[config.mk]
export PLATFORM = sky130hd
export DESIGN_NAME = sha256_stream
export DESIGN_NICKNAME = d
export VERILOG_FILES = /design/src/rtl/sha256_stream.sv
export SDC_FILE = /design/constraint.sdc
export NUM_CORES = 2
export LEC_CHECK = 0
export BUFFER_PORTS_ARGS = -buffer_cell sky130_fd_sc_hd__buf_2
export CORE_ASPECT_RATIO = 1.75
export CORE_UTILIZATION = 61
export DETAILED_ROUTE_END_ITERATION = 8
export GPL_TIMING_DRIVEN = 0
export PLACE_DENSITY = 0.81
export SYNTH_ARGS = -nofsm -noshare
export SYNTH_HDL_FRONTEND = slang
export SYNTH_SLANG_ARGS = --single-unit
[constraint.sdc]
create_clock -name clk -period 10 [get_ports clk]
set_input_delay 1 -clock clk [delete_from_list [all_inputs] [get_ports clk]]
set_output_delay 1 -clock clk [all_outputs]
set_load 0.02 [all_outputs]
[src/rtl/sha256_stream.sv]
// sha256_stream: multi-block SHA-224/SHA-256 compression engine with a
// chaining H register, valid/ready block input and UNROLL rounds per clock.
module sha256_stream #(
  parameter int UNROLL    = 1,
  parameter bit SHA224_EN = 1'b1
) (
  input  logic         clk,
  input  logic         reset_n,
  input  logic         blk_valid,
  output logic         blk_ready,
  input  logic [511:0] blk_data,
  input  logic         blk_first,
  input  logic         blk_last,
  input  logic         mode,
  output logic         hash_valid,
  output logic [255:0] hash,
  output logic         busy
);

  if (UNROLL != 1 && UNROLL != 2 && UNROLL != 4) begin : g_bad_unroll
    $error("sha256_stream: UNROLL must be 1, 2 or 4");
  end

  typedef logic [31:0] word_t;
  typedef enum logic [1:0] {S_IDLE, S_ROUND, S_FINAL} state_t;

  localparam word_t K [64] = '{
    32'h428a2f98, 32'h71374491, 32'hb5c0fbcf, 32'he9b5dba5,
    32'h3956c25b, 32'h59f111f1, 32'h923f82a4, 32'hab1c5ed5,
    32'hd807aa98, 32'h12835b01, 32'h243185be, 32'h550c7dc3,
    32'h72be5d74, 32'h80deb1fe, 32'h9bdc06a7, 32'hc19bf174,
    32'he49b69c1, 32'hefbe4786, 32'h0fc19dc6, 32'h240ca1cc,
    32'h2de92c6f, 32'h4a7484aa, 32'h5cb0a9dc, 32'h76f988da,
    32'h983e5152, 32'ha831c66d, 32'hb00327c8, 32'hbf597fc7,
    32'hc6e00bf3, 32'hd5a79147, 32'h06ca6351, 32'h14292967,
    32'h27b70a85, 32'h2e1b2138, 32'h4d2c6dfc, 32'h53380d13,
    32'h650a7354, 32'h766a0abb, 32'h81c2c92e, 32'h92722c85,
    32'ha2bfe8a1, 32'ha81a664b, 32'hc24b8b70, 32'hc76c51a3,
    32'hd192e819, 32'hd6990624, 32'hf40e3585, 32'h106aa070,
    32'h19a4c116, 32'h1e376c08, 32'h2748774c, 32'h34b0bcb5,
    32'h391c0cb3, 32'h4ed8aa4a, 32'h5b9cca4f, 32'h682e6ff3,
    32'h748f82ee, 32'h78a5636f, 32'h84c87814, 32'h8cc70208,
    32'h90befffa, 32'ha4506ceb, 32'hbef9a3f7, 32'hc67178f2
  };

  localparam word_t IV256 [8] = '{
    32'h6a09e667, 32'hbb67ae85, 32'h3c6ef372, 32'ha54ff53a,
    32'h510e527f, 32'h9b05688c, 32'h1f83d9ab, 32'h5be0cd19
  };

  localparam word_t IV224 [8] = '{
    32'hc1059ed8, 32'h367cd507, 32'h3070dd17, 32'hf70e5939,
    32'hffc00b31, 32'h68581511, 32'h64f98fa7, 32'hbefa4fa4
  };

  function automatic word_t rotr(input word_t x, input int unsigned n);
    return (x >> n) | (x << (32 - n));
  endfunction

  function automatic word_t ssig0(input word_t x);
    return rotr(x, 7) ^ rotr(x, 18) ^ (x >> 3);
  endfunction

  function automatic word_t ssig1(input word_t x);
    return rotr(x, 17) ^ rotr(x, 19) ^ (x >> 10);
  endfunction

  function automatic word_t bsig0(input word_t x);
    return rotr(x, 2) ^ rotr(x, 13) ^ rotr(x, 22);
  endfunction

  function automatic word_t bsig1(input word_t x);
    return rotr(x, 6) ^ rotr(x, 11) ^ rotr(x, 25);
  endfunction

  state_t       state_q, state_d;
  logic [5:0]   cnt_q, cnt_d;
  word_t        w_q [16];
  word_t        w_d [16];
  word_t        v_q [8];
  word_t        v_d [8];
  word_t        h_q [8];
  word_t        h_d [8];
  word_t        rw  [16];
  word_t        rv  [8];
  logic         mode_q, mode_d;
  logic         last_q, last_d;
  logic         hv_q, hv_d;
  logic [255:0] hash_q, hash_d;
  logic         mode_in;

  assign mode_in    = SHA224_EN ? mode : 1'b0;
  assign blk_ready  = (state_q == S_IDLE);
  assign busy       = (state_q != S_IDLE);
  assign hash_valid = hv_q;
  assign hash       = hash_q;

  // UNROLL chained rounds; window w[0] always holds W[t] of the round.
  always_comb begin : rnd_p
    word_t t1, t2, nw;
    t1 = '0;
    t2 = '0;
    nw = '0;
    rw = w_q;
    rv = v_q;
    for (int u = 0; u < UNROLL; u++) begin
      t1 = rv[7] + bsig1(rv[4]) + ((rv[4] & rv[5]) ^ (~rv[4] & rv[6]))
         + K[cnt_q + 6'(u)] + rw[0];
      t2 = bsig0(rv[0])
         + ((rv[0] & rv[1]) ^ (rv[0] & rv[2]) ^ (rv[1] & rv[2]));
      rv[7] = rv[6];
      rv[6] = rv[5];
      rv[5] = rv[4];
      rv[4] = rv[3] + t1;
      rv[3] = rv[2];
      rv[2] = rv[1];
      rv[1] = rv[0];
      rv[0] = t1 + t2;
      nw = ssig1(rw[14]) + rw[9] + ssig0(rw[1]) + rw[0];
      for (int j = 0; j < 15; j++) rw[j] = rw[j + 1];
      rw[15] = nw;
    end
  end

  always_comb begin : nxt_p
    word_t        base [8];
    logic [255:0] hsum;
    state_d = state_q;
    cnt_d   = cnt_q;
    w_d     = w_q;
    v_d     = v_q;
    h_d     = h_q;
    mode_d  = mode_q;
    last_d  = last_q;
    hash_d  = hash_q;
    hv_d    = 1'b0;
    hsum    = '0;
    for (int i = 0; i < 8; i++) begin
      if (blk_first) base[i] = mode_in ? IV224[i] : IV256[i];
      else           base[i] = h_q[i];
    end
    unique case (state_q)
      S_IDLE: begin
        if (blk_valid) begin
          for (int i = 0; i < 16; i++) w_d[i] = blk_data[511 - 32*i -: 32];
          v_d = base;
          if (blk_first) begin
            h_d    = base;
            mode_d = mode_in;
          end
          last_d  = blk_last;
          cnt_d   = '0;
          state_d = S_ROUND;
        end
      end
      S_ROUND: begin
        w_d   = rw;
        v_d   = rv;
        cnt_d = cnt_q + 6'(UNROLL);
        if (cnt_q == 6'(64 - UNROLL)) state_d = S_FINAL;
      end
      S_FINAL: begin
        for (int i = 0; i < 8; i++) begin
          h_d[i] = h_q[i] + v_q[i];
          hsum[255 - 32*i -: 32] = h_d[i];
        end
        if (mode_q) hsum[31:0] = '0;
        if (last_q) begin
          hash_d = hsum;
          hv_d   = 1'b1;
        end
        state_d = S_IDLE;
      end
      default: state_d = S_IDLE;
    endcase
  end

  always_ff @(posedge clk or negedge reset_n) begin
    if (!reset_n) begin
      state_q <= S_IDLE;
      cnt_q   <= '0;
      w_q     <= '{default: '0};
      v_q     <= '{default: '0};
      h_q     <= '{default: '0};
      mode_q  <= 1'b0;
      last_q  <= 1'b0;
      hv_q    <= 1'b0;
      hash_q  <= '0;
    end else begin
      state_q <= state_d;
      cnt_q   <= cnt_d;
      w_q     <= w_d;
      v_q     <= v_d;
      h_q     <= h_d;
      mode_q  <= mode_d;
      last_q  <= last_d;
      hv_q    <= hv_d;
      hash_q  <= hash_d;
    end
  end

endmodule

==> run summary, run 1 <==
Yosys top cell area share - 39.2%
overall routing resource usage - 72.9%
Core Rows - 178
Chip Width - 280 um
Sink Count - 1,291
FF+latch count, synth - 1,291
leading area contributor after synthesis - dfrtp_1
Post-synth top flop - dfrtp_1
initial core utilization - 61.4%
# H-tree levels - 3
io pins - 777
Die Span Y - 488 um
number of buffers added on ports - 776
Placer Congestion - 1.23
Distinct cells, synth - 86
number of global-route vias before repair - 93.9k
Max Root-Sink Buffers - 3
cell count after placement - 12.4k
Post-Syn Nets - 11.0k
Warnings, synthesis - 0
synth top area cells - dfrtp_1 (39%), nand2_1 (8.5%), ha_1 (6.0%)
Error - [ERROR GRT-0116] Global routing finished with congestion. Check the congestion regions in the DRC Viewer.
Post-Synthesis Cells - 9,862
post-synthesis average cell area - 8.36 um2
outcome - aborted with a tool error
Placed Area - 88,800 um2
Netlist Area Pre-Place - 82,400 um2
gr ovfl total - 857
largest net degree at the start of global routing - 179
first-pass GRT wire length - 714 mm
Num CTS Buffers - 120
sequential share of the synthesized area - 39.2%
ys async rst share - 100%
root buffer cell - clkbuf_16
DP HPWL - 345 mm
Failed at - global routing
Post-synth EDFFs - 0
what timing repair did:
item,CTS
hold buffers,0
endpoints found under the setup margin,22
setup buffers,4
endpoints found under the hold margin,0
resized for setup,23
pin swaps,0
per-stage QoR:
| stage | setup WS, ps | hold WS [ps] |
|---|---|---|
| 3_5_place_dp | -1230 | 462 |
| 3_3_place_gp | -19660 | 451 |
| 4_1_cts | 5.47 | 173 |
| 2_1_floorplan | 2160 | 446 |
kinds of logic after synthesis:
| family | share of synthesized area (%) |
|---|---|
| AND/OR/NAND/NOR | 16.2 |
| XOR/XNOR | 6.31 |
| AO/OA/AOI/OAI | 21.0 |
| buffers and inverters | 5.42 |
| adder cells (fa/ha/maj) | 10.8 |
| flip-flops | 39.2 |
| multiplexers | 1.10 |
metal layers:
metal  track usage (%)  GRT overflow
met1              69.1            11
met3              46.7             5
met4              86.9           304
met5              5.34             0
met2              97.5           537
synthesized netlist by cell type (all sizes together), types with 54 or more instances:
cell type	n
a211oi	89
a21o	204
a21oi	694
a31oi	533
and3	68
clkbuf	647
dfrtp	1291
fa	197
ha	395
inv	496
mux2	58
nand2	1862
nand2b	63
nand3	64
nor2	888
nor2b	56
nor3	133
o21a	68
o21ai	815
o22ai	54
o31ai	85
xnor2	345
xor2	249
==> run 2, diff against run 1 <==
- CORE_ASPECT_RATIO: 1.75 -> unset
- CORE_UTILIZATION: 61 -> 40
- PLACE_DENSITY: 0.81 -> unset
- PLACE_DENSITY_LB_ADDON: unset -> 0.15
==> run 2 against run 1 <==
The flow now finishes, with violations (capacitance limit, slew limit). Synthesized area did not move. Synthesized cell count unchanged.
==> run summary, run 2 <==
fill count - 20.6k
Fin. Hold Viols - 0
Post-Synthesis Cells - 9,862 (unchanged)
Yosys top cell area share - 39.2% (unchanged)
root buffer cell - clkbuf_16
P&R area growth vs syn - 16.2%
Worst R2R Start - cnt_q[1]
crit start category - flop
Chip Width - 456 um (+63%)
Post-synth EDFFs - 0 (unchanged)
Worst Slack Setup Final - 87.1 ps
top-count cell post-synth - nand2_1
CTS tree - yes
clk_skew - 38.7 ps
Critical Path RT - 10,750 ps
R2R Setup Slk - 90 ps
most frequent cells in the layout - nand2_1 (1,861), dfrtp_1 (1,288), nor2_1 (887)
DP HPWL - 376 mm (+9.0%)
max reg flops - 480
leading area contributor after synthesis - dfrtp_1
Die ar. - 208,000 um2
largest net degree at the start of global routing - 162
R2R depth - 35
later-pin clock latency in the skew report - 860 ps
Final min period - 9910 ps
share of layout cells above drive strength 1 - 11.2%
type of destination of the critical path - flop
Netlist Area Pre-Place - 82,400 um2 (unchanged)
number of global-route vias before repair - 80.9k
Num CTS Buffers - 154 (+28%)
Crit path top cell by count - a21oi_1
post-synthesis average cell area - 8.36 um2 (unchanged)
layout net count - 11.9k
clk slew on worst S/H paths - 60 ps
synth top area cells - dfrtp_1 (39%), nand2_1 (8.5%), ha_1 (6.0%)
initial core utilization - 40.2% (-21 points)
Sink Count - 1,291 (unchanged)
DR WL/cell - 34.2 um
post-route setup TNS - 0 ps
Max Fclk - 0.101 GHz
worst-path fanout max - 10
Placer Congestion - 1.08 (-12%)
DR DRC count - 0
post-route ant nets - 0
fin crit share - 99.1%
final setup violation count - 0
Core Rows - 166 (-6.7%)
number of buffers added on ports - 776 (unchanged)
outcome - complete, but fails checks
io pins - 777 (unchanged)
FF+latch count, synth - 1,291 (unchanged)
kind of critical path - flop to flop
vias per cell - 6.12
synth cell count leaders - nand2_1 (1,862), dfrtp_1 (1,291), nor2_1 (888), o21ai_0 (813), a21oi_1 (691)
failing checks - capacitance limit, slew limit
Rel. slew slack - -14.9%
ys async rst share - 100% (unchanged)
Warnings, synthesis - 0 (unchanged)
via count - 83.6k
cts hold-fix bufs - 0 (unchanged)
Crit path buffers/inverters - 6
Distinct cells, synth - 86 (unchanged)
Core ar. - 205,000 um2
Max Root-Sink Buffers - 3 (unchanged)
sequential share of the synthesized area - 39.2% (unchanged)
overall routing resource usage - 44.1%
dpl ws - -1730 ps (-503 ps)
Hold Path Class - primary input to asynchronous set/reset pin
CP arrival - 10,670 ps
max cap viols - 12
first-pass GRT wire length - 641 mm
final slew viol count - 98
commonest non-fill, non-tap cell in the layout - nand2_1
DR iter-0 viols - 10.3k
initial antenna violation count - 86
FF-to-FF End - rv[223]
Die Span Y - 456 um (-6.6%)
# H-tree levels - 4 (+1)
Post-synth top flop - dfrtp_1
crit-path leading delay family - compound AO/OA/AOI/OAI gates
Post-Syn Nets - 11.0k (unchanged)
gr ovfl total - 0
Pre-antenna DRT Iters - 7
critical path's largest stage delay - 650 ps
DRT Wirelength - 468 mm
Worst Tran Pin Value - 1720 ps
Slowest cell on crit path - mux4_2
[run 2: cell counts after synthesis]
No cell type changed its count.
[run 2: final cells by class]
type	instances	area (um2)	area share [%]
multi-input combinational	7381	45700	47.7
inverter	498	1880	1.96
tap	2688	3360	3.51
clock inverter	60	895	0.934
buffer	692	2680	2.79
antenna	41	103	0.107
timing repair buffer	796	4300	4.49
sequential	1291	32300	33.7
clock buffer	219	4530	4.73
[run 2: how the worst max path moves through the flow]
stage                     startpoint  depth (start not counted)  slack, ps       to
final                       cnt_q[1]                         35         90  rv[223]
after global routing        cnt_q[2]                         37        -90  rv[223]
after detailed placement    cnt_q[1]                         36      -1730  rv[223]
after global placement       reset_n                          1     -21720  rw[168]
after floorplan             cnt_q[2]                         34       2160  rv[223]
after CTS                   cnt_q[2]                         31          2  rv[223]
[run 2: cell families after synthesis]
group / after synthesis / share of synthesized area (%)
AND/OR/NAND/NOR: 3263 / 16.2
AO/OA/AOI/OAI: 2851 / 21.0
flip-flops: 1291 / 39.2
buffers and inverters: 1190 / 5.42
adder cells (fa/ha/maj): 595 / 10.8
XOR/XNOR: 594 / 6.31
multiplexers: 78 / 1.10
[run 2: layer usage]
metal,vias to the layer above,share of wire [%],track usage (%)
met1,41700,39,55.2
li1,35700,-,-
met3,1315,8.9,9.93
met2,4881,43,67.2
met4,72,8.5,31.5
met5,-,0.10,0
[run 2: worst reg2reg max path, delay by kind of cell, from the launching register on]
family | cells | cell delay [ps]
compound gates | 18 | 4360
xor+xnor | 3 | 650
fa+ha+maj | 5 | 1900
buf+inv | 6 | 1260
flops | 1 | 550
mux | 1 | 650
simple gates | 2 | 510
[run 2: timing repair]
action,in CTS,in global routing
buffers inserted,5,0
gates cloned,0,0
gates resized for setup,15,41
pin swaps,0,0
setup endpoints to repair,31,12
[run 2: through the flow]
stage          area [um2]  util [%]  hold slack [ps]  cells
5_1_grt             95700      46.7              196  13600
4_1_cts             95600      46.7              154  13600
2_1_floorplan       82400         -              446   9862
3_3_place_gp        89700      43.8              449  13300
3_5_place_dp        90100      44.0              454  13300
6_report            95800      46.8             96.2  13700
Power of run 2 is left out: the tool's default activity adds up to more than one toggle a clock period on the data nets, which glitch-free logic cannot reach.
